File: config.mk
export PLATFORM = sky130hd
export DESIGN_NAME = quad_encoder_pos
export DESIGN_NICKNAME = d
export VERILOG_FILES = /design/src/rtl/quad_encoder_pos.sv
export SDC_FILE = /design/constraint.sdc
export NUM_CORES = 1
export LEC_CHECK = 0
export CAP_MARGIN = 10
export CORE_AREA = 2 2 88 90
export CTS_CLUSTER_DIAMETER = 100
export DETAILED_ROUTE_END_ITERATION = 7
export DIE_AREA = 0 0 90 92
export PLACE_DENSITY_LB_ADDON = 0.1
export SLEW_MARGIN = 20
export SYNTH_ARGS = -nofsm -noshare
export SYNTH_HDL_FRONTEND = slang
export SYNTH_SLANG_ARGS = --single-unit
File: constraint.sdc
create_clock -name clk25 -period 2.2 [get_ports clk25]
set_input_delay 0.66 -clock clk25 [delete_from_list [all_inputs] [get_ports clk25]]
set_output_delay 0.66 -clock clk25 [all_outputs]
set_load 0.02 [all_outputs]
File: src/rtl/quad_encoder_pos.sv
// Quadrature encoder to clamped 12-bit position: 2-FF sync, per-channel debounce, decoder, detent accumulator.
// Latency: pin edge -> pos/step = 2 + DEBOUNCE_CYCLES + 1 cycles; stable level change -> step = 1 cycle.
// Backpressure: none; free-running, outputs are one-cycle pulses. Define ENC_WRAP_EN to wrap instead of clamp.
module quad_encoder_pos #(
   parameter int         DEBOUNCE_CYCLES  = 25000,
   parameter int         STEPS_PER_DETENT = 4,
   parameter int         STEP_SIZE        = 8,
   parameter int         POS_MIN          = 0,
   parameter int         POS_MAX          = 639,
   parameter int         POS_INIT         = 320,
   parameter logic [1:0] IDLE_AB          = 2'b11
) (
   input  logic        clk25,
   input  logic        rst_n,
   input  logic        enc_a,
   input  logic        enc_b,
   output logic [11:0] pos,
   output logic        step_up,
   output logic        step_dn,
   output logic        enc_err
);

   localparam int               CW       = $clog2(DEBOUNCE_CYCLES + 1);
   localparam logic [CW-1:0]    CNT_LAST = CW'(DEBOUNCE_CYCLES - 1);
   localparam logic signed [4:0] STEPS_S = 5'(STEPS_PER_DETENT);
   localparam logic [12:0]      STEP13   = 13'(STEP_SIZE);
   localparam logic [12:0]      MIN13    = 13'(POS_MIN);
   localparam logic [12:0]      MAX13    = 13'(POS_MAX);
   localparam logic [11:0]      MIN12    = 12'(POS_MIN);
   localparam logic [11:0]      MAX12    = 12'(POS_MAX);
   localparam logic [11:0]      INIT12   = 12'(POS_INIT);

   // Bit 1 is channel A, bit 0 is channel B throughout.
   logic [1:0]          sync1, sync2, stab, prev;
   logic [CW-1:0]       cnt [2];
   logic signed [4:0]   acc, acc_nx, acc_inc, acc_dec;
   logic                up_nx, dn_nx, err_nx;
   logic [1:0]          delta;
   logic [12:0]         up_sum;
   logic [11:0]         pos_up, pos_dn;

   // Map gray level to its position in the CW cycle 00->01->11->10.
   function automatic logic [1:0] gidx(input logic [1:0] g);
      return {g[1], g[1] ^ g[0]};
   endfunction

   // Two-flop synchronizer, nothing between the stages.
   always_ff @(posedge clk25) begin
      if (!rst_n) begin
         sync1 <= IDLE_AB;
         sync2 <= IDLE_AB;
      end else begin
         sync1 <= {enc_a, enc_b};
         sync2 <= sync1;
      end
   end

   // Per-channel debounce: accept a new level only after DEBOUNCE_CYCLES consecutive differing cycles.
   always_ff @(posedge clk25) begin
      if (!rst_n) begin
         stab <= IDLE_AB;
         for (int i = 0; i < 2; i++) cnt[i] <= '0;
      end else begin
         for (int i = 0; i < 2; i++) begin
            if (sync2[i] == stab[i]) begin
               cnt[i] <= '0;
            end else if (cnt[i] == CNT_LAST) begin
               stab[i] <= sync2[i];
               cnt[i]  <= '0;
            end else begin
               cnt[i] <= cnt[i] + 1'b1;
            end
         end
      end
   end

   // Decode the sub-step from prev/stable and resolve detent completion plus next position.
   always_comb begin
      acc_nx  = acc;
      up_nx   = 1'b0;
      dn_nx   = 1'b0;
      err_nx  = 1'b0;
      acc_inc = acc + 5'sd1;
      acc_dec = acc - 5'sd1;
      delta   = gidx(stab) - gidx(prev);
      case (delta)
         2'd1: begin
            if (acc_inc == STEPS_S) begin
               up_nx  = 1'b1;
               acc_nx = '0;
            end else begin
               acc_nx = acc_inc;
            end
         end
         2'd3: begin
            if (acc_dec == -STEPS_S) begin
               dn_nx  = 1'b1;
               acc_nx = '0;
            end else begin
               acc_nx = acc_dec;
            end
         end
         2'd2: begin
            // Both channels moved at once: direction unknown, drop the partial detent.
            err_nx = 1'b1;
            acc_nx = '0;
         end
         default: acc_nx = acc;
      endcase

      up_sum = {1'b0, pos} + STEP13;
`ifdef ENC_WRAP_EN
      pos_up = (up_sum > MAX13) ? MIN12 : up_sum[11:0];
      pos_dn = ({1'b0, pos} < MIN13 + STEP13) ? MAX12 : pos - STEP13[11:0];
`else
      pos_up = (up_sum > MAX13) ? MAX12 : up_sum[11:0];
      pos_dn = ({1'b0, pos} < MIN13 + STEP13) ? MIN12 : pos - STEP13[11:0];
`endif
   end

   // Register accumulator, pulses and position; the step pulse and pos update share a cycle.
   always_ff @(posedge clk25) begin
      if (!rst_n) begin
         prev    <= IDLE_AB;
         acc     <= '0;
         pos     <= INIT12;
         step_up <= 1'b0;
         step_dn <= 1'b0;
         enc_err <= 1'b0;
      end else begin
         prev    <= stab;
         acc     <= acc_nx;
         step_up <= up_nx;
         step_dn <= dn_nx;
         enc_err <= err_nx;
         if (up_nx)      pos <= pos_up;
         else if (dn_nx) pos <= pos_dn;
      end
   end

endmodule

* After elaboration in Yosys (flattened, before gate mapping)
Memories as Yosys holds them, arrays and structs flattened. Index checks and enable logic that the tools add are counted.
Word-level totals: flip-flop bits (word level) 28, RAM bits 30, output and inout port bits 15, logic and storage cells 84, memories kept 1
Cells by class: add/subtract/negate cells 7, magnitude comparators 2, eq/ne operators 9, multiplexer cells 41, bitwise gates (word level) 10, reduce and logical (&&, ||, !) cells 4
Memory list:
- cnt | words 2, width 15, rd ports 2, clocked after Yosys merged registers in 0, wr ports 2, RTL line 35 | logic [CW-1:0] cnt [2];
Operator list (count):
- 2-to-1 mux 15 bit | 6
- 2-to-1 mux 12 bit | 4
- adder 15 x 1 -> 15 bit (second input constant) | 2
- == test 15 bit (second input constant) | 2
- 2-to-1 mux 1 bit | 28
- case mux 5 bit (3 select lines) | 1
- adder 12 x 4 -> 13 bit (second input constant) | 1
- > comparator 13 x 10 -> 1 bit (second input constant) | 1
- less-than comparator 12 x 4 -> 1 bit (second input constant) | 1
- subtractor 12 x 4 -> 12 bit (second input constant) | 1
- 2-to-1 mux 5 bit | 2
- bitwise OR 1 bit | 6
- adder 5 x 2 -> 5 bit (second input constant) | 1
- == test 5 x 3 -> 1 bit (second input constant) | 1
- == test 5 x 4 -> 1 bit (second input constant) | 1
- subtractor 5 x 2 -> 5 bit (second input constant) | 1
- == test 2 bit (second input constant) | 2
- AND reduction 2 bit | 2
- nonzero test 3 bit | 1
- == test 1 bit | 2
- == test 2 x 1 -> 1 bit (second input constant) | 1
- inverter 1 bit | 2
- nonzero test 2 bit | 1
- subtractor 2 bit | 1
- bitwise XOR 1 bit | 2

* Depth between registers and ports, before layout
Gate-level depths: netlist (run 1).
word-level depth 7, depth in mapped cells 10, depth with buffers taken out 8

* Worst setup path before layout (run 1)
OpenSTA, ideal clock, no wires.
kind reg2reg, start register stab[1], end register pos[5], setup time 70 ps, arrival time 2190 ps, data required time 2130 ps, setup slack -59 ps, cell stages (with the launch flop) 11, cell sequence dfxtp_1 -> clkbuf_2 -> xnor2_1 -> ha_1 -> xnor2_2 -> xnor2_2 -> or3_1 -> buf_6 -> mux2_4 -> a22o_1 -> a21oi_1
On the way: word-level cells in the longest chain between the ends 5, elaborated cells between the ends (all ways) 8
Ends and longest elaborated chain:
- start, declared | RTL line 34 | logic [1:0] sync1, sync2, stab, prev;
- start signal, assigned by index | RTL line 68 | stab[i] <= sync2[i];
- bitwise XOR 1 bit | RTL line 44 | return {g[1], g[1] ^ g[0]};
- subtractor 2 bit (*) | RTL line 85 | delta = gidx(stab) - gidx(prev);
- == test 2 x 1 -> 1 bit / == test 2 bit (equally long branches) | RTL line 86 | case (delta)
- 2-to-1 mux 1 bit | RTL line 86
- 2-to-1 mux 12 bit / nonzero test 2 bit (equally long branches)
- end signal, assigned | RTL line 136 | if (up_nx) pos <= pos_up;
- end signal, assigned | RTL line 137 | else if (dn_nx) pos <= pos_dn;
- end, declared | RTL line 17 | output logic [11:0] pos,
Mark *: on every way between the ends. The rest lies on a longest branch, timed or not. A chain may end at the register's enable or synchronous reset.

* Worst setup path in the final report (run 1)
start register stab[0], end register pos[5]
On the way: word-level cells in the longest chain between the ends 5, elaborated cells between the ends (all ways) 8
Ends and longest elaborated chain (RTL line):
- bitwise XOR 1 bit (*) | 44
- subtractor 2 bit (*) | 85
- == test 2 x 1 -> 1 bit / == test 2 bit (equally long branches) | 86
- 2-to-1 mux 1 bit | 86
- 2-to-1 mux 12 bit / nonzero test 2 bit (equally long branches)
Marked as above.

==> flow_metrics.tcl, run 1 <==
set metrics [dict create \
    finClkSkew_ps 8.401 \
    hold_buffers 0 \
    first_pass_iters 4 \
    cts_max_level 2 \
    p_per_area_mw_per_mm2 481.5 \
    final_antenna_net_count 0 \
    syn_inst 364 \
    root_buffer "clkbuf_8" \
    vias 2722 \
    peakVddDrop_mv 0.2387 \
    cts_buffers 5 \
    dp_cells 518 \
    yosys_warnings 0 \
    synthDistinctLibCells 60 \
    cp-startpoint "stab[0]" \
    drc_errors 0 \
    yosysTopAreaCell "edfxtp_1" \
    slowest_delay_ps 390 \
    clkSinkCount 56 \
    viasPerCell 5.155 \
    async_flop_share_pct 0 \
    synth.avg_cell_area_sq_um 9.205 \
    fin_crit_ps 2077 \
    syn-cell-area_sq_mm 0.003351 \
    hold_viol 0 \
    finish.net_count 439 \
    path_cells "xnor2_1, ha_2, xnor2_2, xnor2_2, or3_4, mux2_4, a22o_1, a21oi_1" \
    antenna_found_initial 0 \
    synth_common_cells "46 x nor2_1, 30 x edfxtp_1, 26 x dfxtp_1" \
    slew_viol_final 0 \
    yosys-top-cells-area "edfxtp_1 27%, dfxtp_1 16%, nor2_1 5.2%" \
    post_drt_wl_per_cell_um 13.02 \
    insertion_delay_ps 310 \
    crit_slowest_cell "or3_4" \
    syn_to_final_growth_pct 19.45 \
    rsz0062_at_grt "yes" \
    r2r_start "stab[0]" \
    status "finished clean" \
    overflow 0 \
    rows 32 \
    wl_um 6873 \
    endpoint_kind "register" \
    io_buffers 18 \
    fin_cells 528 \
    grt_pass1_vias 2634 \
    design.die.area_sq_mm 0.008280 \
    die_y_um 92 \
    path_max_fanout 4 \
    dp_hpwl_um 4931 \
    timing.fmax_mhz 481.5 \
    worst-setup-path-type "reg2reg" \
    grtUsageTotal_pct 17.12 \
    dr.first_iter.drc_count 129 \
    clkTransAtPathRegs_ps 110 \
    max-cap-violations 0 \
    crit_path_frequent_cell "xnor2_2" \
    cts_tree "done" \
    start_kind "register" \
    synth-edff-count 30 \
    seq_area_frac_synth_pct 42.42 \
    path_delay_family "XOR/XNOR gates" \
    synth_top_area_share_pct 26.89 \
    n_antenna_cell 0 \
    ys_ff_latch 56 \
    holdCritPathClass "reg2reg" \
    gp_routability_congestion 0.8789 \
    ios 19 \
    worstPathArrival_ps 2320 \
    grt_pass1_wl_um 11830 \
    grt_max_degree 19 \
    initial_utilization_pct 44.99 \
    hp-start "sync1[0]" \
    die_w_um 90 \
    min_period_over_period_pct 94.41 \
    worstPathRequired_ps 2440 \
    layout-drive-gt1-share_pct 13.85 \
    power_leakage_nw 1.556 \
    worst-path-buf-inv 0 \
    yosys.cell_count.top_type "nor2_1" \
    fin_util_pct 53.75 \
    ys.flop_type "edfxtp_1" \
    clock_path_buffers 2 \
    core_sq_mm 0.007447 \
    setup_viol 0 \
]
## cell families (layout without fill, tap and decap cells)
group,Yosys count,count (layout),share of synthesized area [%]
AO/OA/AOI/OAI,61,61,12.14
multiplexers,5,5,1.643
other,1,30,0.1119
flip-flops,56,56,42.42
buffers and inverters,31,64,4.929
AND/OR/NAND/NOR,163,163,24.91
XOR/XNOR,37,37,10.12
adder cells (fa/ha/maj),10,10,3.734
## final cells by class
class / instances / area [sq um]
clock buffer: 5 / 68.82
multi-input combinational: 306 / 1896
timing repair buffer: 46 / 394.1
inverter: 10 / 37.54
clock inverter: 3 / 46.29
sequential: 56 / 1433
fill: 702 / 3445
tap: 102 / 127.6
## per-stage QoR
stage / total power [W] / setup WS [ps] / area [sq um] / hold WS [ps] / setup TNS (ps)
after floorplan: 0.001217 / -59.49 / 3461 / 386.3 / -59.49
after CTS: 0.001949 / 6.970 / 3953 / 428.9 / 0
after global placement: 0.001239 / 117.3 / 3835 / 412.8 / 0
after global routing: 0.002008 / -8.541 / 4003 / 440.3 / -8.541
final: 0.001927 / 123.0 / 4003 / 425.9 / 0
after detailed placement: 0.001239 / 70.96 / 3835 / 403.1 / 0
## repair_timing
item,CTS,global route
buffers inserted,0,1
gates cloned,0,1
pin swaps,0,2
setup endpoints to repair,2,12
gates resized for setup,2,16
## registers in the layout, indices dropped and copies added, names as in the netlist
signal,cells
cnt,30
pos,10
acc,5
prev,2
stab,2
sync1,2
sync2,2
enc_err,1
step_dn,1
step_up,1
## path summary, 6_finish.rpt
| kind | end | slack [ps] | cells past startpoint |
|---|---|---|---|
| max | pos[5] | 120 | 8 |
| min | sync2[0] | 430 | 1 |
| max reg2reg | pos[5] | 120 | 8 |
| min reg2reg | sync2[0] | 430 | 1 |
## cell usage in the layout (no fill, tap or decap), types with 6 or more instances in the layout
cell / n
nor2_1: 45
edfxtp_1: 30
conb_1: 30
buf_4: 26
nand2_1: 25
nand3_1: 24
xnor2_1: 18
xor2_1: 17
a21oi_1: 17
dfxtp_1: 17
clkdlybuf4s50_1: 17
and3_1: 12
nor3_1: 11
o21ai_0: 11
inv_1: 10
nand2b_1: 10
ha_1: 9
dfxtp_2: 9
or3_1: 6
## metal layers
| metal | share of wire (%) | vias up | GRT usage (%) |
|---|---|---|---|
| li1 | - | 1386 | - |
| met1 | 48 | 1280 | 22.60 |
| met2 | 47 | 52 | 28.82 |
| met3 | 3.6 | 4 | 3.122 |
| met4 | 0.76 | 0 | 5.000 |
| met5 | 0 | - | 0 |
## power by group
group	switching, W	leakage, nW	internal, W
Clock	0.000366	0.0548	0.000344
Sequential	0.0000240	0.521	0.00113
Combinational	0.0000381	0.980	0.0000289
Total	0.000428	1.56	0.00150
## worst reg2reg max path, stage by stage, from the launching register on
cell     delay, ps
dfxtp_2        360
xnor2_1        130
ha_2           200
xnor2_2        240
xnor2_2        100
or3_4          390
mux2_4         300
a22o_1         180
a21oi_1        110
Note: power is estimated with default switching activity, not from simulation.
==> run 2: changes to the inputs <==
--- a/config.mk
+++ b/config.mk
@@ -11,7 +11,6 @@
 export DETAILED_ROUTE_END_ITERATION = 7
 export DIE_AREA = 0 0 90 92
 export PLACE_DENSITY_LB_ADDON = 0.1
-export SLEW_MARGIN = 20
 export SYNTH_ARGS = -nofsm -noshare
 export SYNTH_HDL_FRONTEND = slang
 export SYNTH_SLANG_ARGS = --single-unit
==> results of run 2 <==
No change in the layout: final DEF, timing and power equal those of run 1.
==> run 3: changes to the inputs <==
--- a/config.mk
+++ b/config.mk
@@ -10,7 +10,7 @@
 export CTS_CLUSTER_DIAMETER = 100
 export DETAILED_ROUTE_END_ITERATION = 7
 export DIE_AREA = 0 0 90 92
-export PLACE_DENSITY_LB_ADDON = 0.1
+export PLACE_DENSITY = 0.7
 export SYNTH_ARGS = -nofsm -noshare
 export SYNTH_HDL_FRONTEND = slang
 export SYNTH_SLANG_ARGS = --single-unit
==> run 3 against run 2 <==
Effect of this change:
- clock power decreased by 18%
- flip-flop and latch count unchanged
- non-clock buffer count increased by 2
- global-route usage decreased by 0.50 points
- combinational power decreased by 2%
- cell count increased by 0.38%
- core utilization decreased by 0.22 points
==> flow_metrics.tcl, run 3 (synthesis gave the netlist of run 1 again) <==
set metrics [dict create \
    status "finished clean" \
    slowest_delay_ps 660 \
    first_pass_iters 5 \
    grt_pass1_wl_um 11730 \
    syn_to_final_growth_pct 18.97 \
    largest_register "cnt" \
    clock_path_buffers 2 \
    worstPathRequired_ps 1540 \
    grt_pass1_vias 2652 \
    grt_max_degree 19 \
    fin_crit_ps 2119 \
    p_per_area_mw_per_mm2 452.1 \
    cts_max_level 2 \
    peakVddDrop_mv 0.3022 \
    max-cap-violations 0 \
    min_period_over_period_pct 96.30 \
    combPwrFrac_pct 3.6 \
    largest_reg_flops 30 \
    path_max_fanout 7 \
    pwr-share-clk_pct 32.5 \
    n_antenna_cell 0 \
    die_y_um 92 \
    layout_commonest_cell "nor2_1" \
    gp_routability_congestion 0.8814 \
    endpoint_kind "output port" \
    setup_viol 0 \
    p_sw_share_pct 23.31 \
    cts_tree "done" \
    worst_pin_slew_ps 496.6 \
    seqPwrFrac_pct 63.9 \
    start_kind "register" \
    antenna_found_initial 0 \
    rows 32 \
    wl_um 6634 \
    timing.fmax_mhz 472.0 \
    initial_utilization_pct 44.99 \
    final_antenna_net_count 0 \
    die_w_um 90 \
    vias 2736 \
    top_regs "cnt (30), pos (10), acc (5)" \
    slew_headroom_pct 66.46 \
    cts_buffers 5 \
    root_buffer "clkbuf_8" \
    finish.net_count 441 \
    slew_viol_final 0 \
    netSwitchingPower_w 0.0004201 \
    dr.first_iter.drc_count 87 \
    hold_slack_ps 437.8 \
    clkTransAtPathRegs_ps 110 \
    crit_slowest_cell "clkdlybuf4s50_1" \
    holdCritPathClass "reg2reg" \
    hold_viol 0 \
    ios 19 \
    post_drt_wl_per_cell_um 12.52 \
    viasPerCell 5.162 \
    post-route-cell-area_sq_mm 0.003986 \
    placed_cell_area_sq_mm 0.003850 \
    design.die.area_sq_mm 0.008280 \
    rsz0062_at_grt "yes" \
    power_leakage_nw 1.537 \
    worstPathArrival_ps 1460 \
    layout-drive-gt1-share_pct 13.55 \
    path_delay_family "buffers and inverters" \
    clkSinkCount 56 \
    drc_errors 0 \
    path_cells "clkdlybuf4s50_1" \
    overflow 0 \
    dp_hpwl_um 4951 \
    finClkSkew_ps 12.43 \
    io_buffers 18 \
    worst-path-buf-inv 1 \
    grtUsageTotal_pct 16.63 \
    worst-setup-path-type "reg2out" \
    internal-power_w 0.001382 \
    insertion_delay_ps 320 \
    core_sq_mm 0.007447 \
    layout_common_cells "45 x nor2_1, 30 x edfxtp_1, 30 x conb_1, 30 x buf_4, 25 x nand2_1" \
]
==> run 3: worst paths after layout <==
path,slack (ps),cells after the start,to,start
max reg2reg,80,8,pos[5],prev[1]
min reg2reg,440,1,sync2[0],sync1[0]
max,80,1,pos[6],pos[6]
min,440,1,sync2[0],sync1[0]
==> run 3: area by class of cell <==
type,count,area [sq um]
inverter,10,37.54
fill,714,3461
clock buffer,5,68.82
multi-input combinational,306,1898
sequential,56,1428
tap,102,127.6
clock inverter,3,21.27
timing repair buffer,48,405.4
==> run 3: timing repair <==
item | 4_1_cts | 5_1_grt
gates resized for setup | 1 | 12
pin swaps | 0 | 2
setup buffers | 0 | 2
endpoints found under the setup margin | 1 | 9
hold buffers | 0 | 0
==> run 3: routing by layer <==
metal | vias to the layer above | GRT usage [%] | routed length (um)
met5 | - | 0 | 0
met4 | 0 | 4.231 | 71
met3 | 8 | 3.122 | 245
met2 | 56 | 28.57 | 3182
met1 | 1280 | 21.66 | 3135
li1 | 1392 | - | -
==> run 3: power by group through the flow <==
stage	Clock (W)	Sequential, W	Combinational, W
finish	0.000585	0.00115	0.0000658
global route	0.000641	0.00116	0.0000764
CTS	0.000617	0.00115	0.0000649
detailed placement	0	0.00118	0.0000643
global placement	0	0.00117	0.0000639
floorplan	0	0.00117	0.0000495
==> run 3: metrics by stage <==
stage	instances	utilization, %	power [W]	setup TNS (ps)	setup WS, ps
global route	530	53.53	0.001873	-12.41	-12.00
detailed placement	520	51.70	0.001240	0	46.90
CTS	528	52.92	0.001834	0	11.16
finish	530	53.53	0.001802	0	81.29
floorplan	393	-	0.001217	-59.49	-59.49
global placement	520	51.70	0.001238	0	125.2
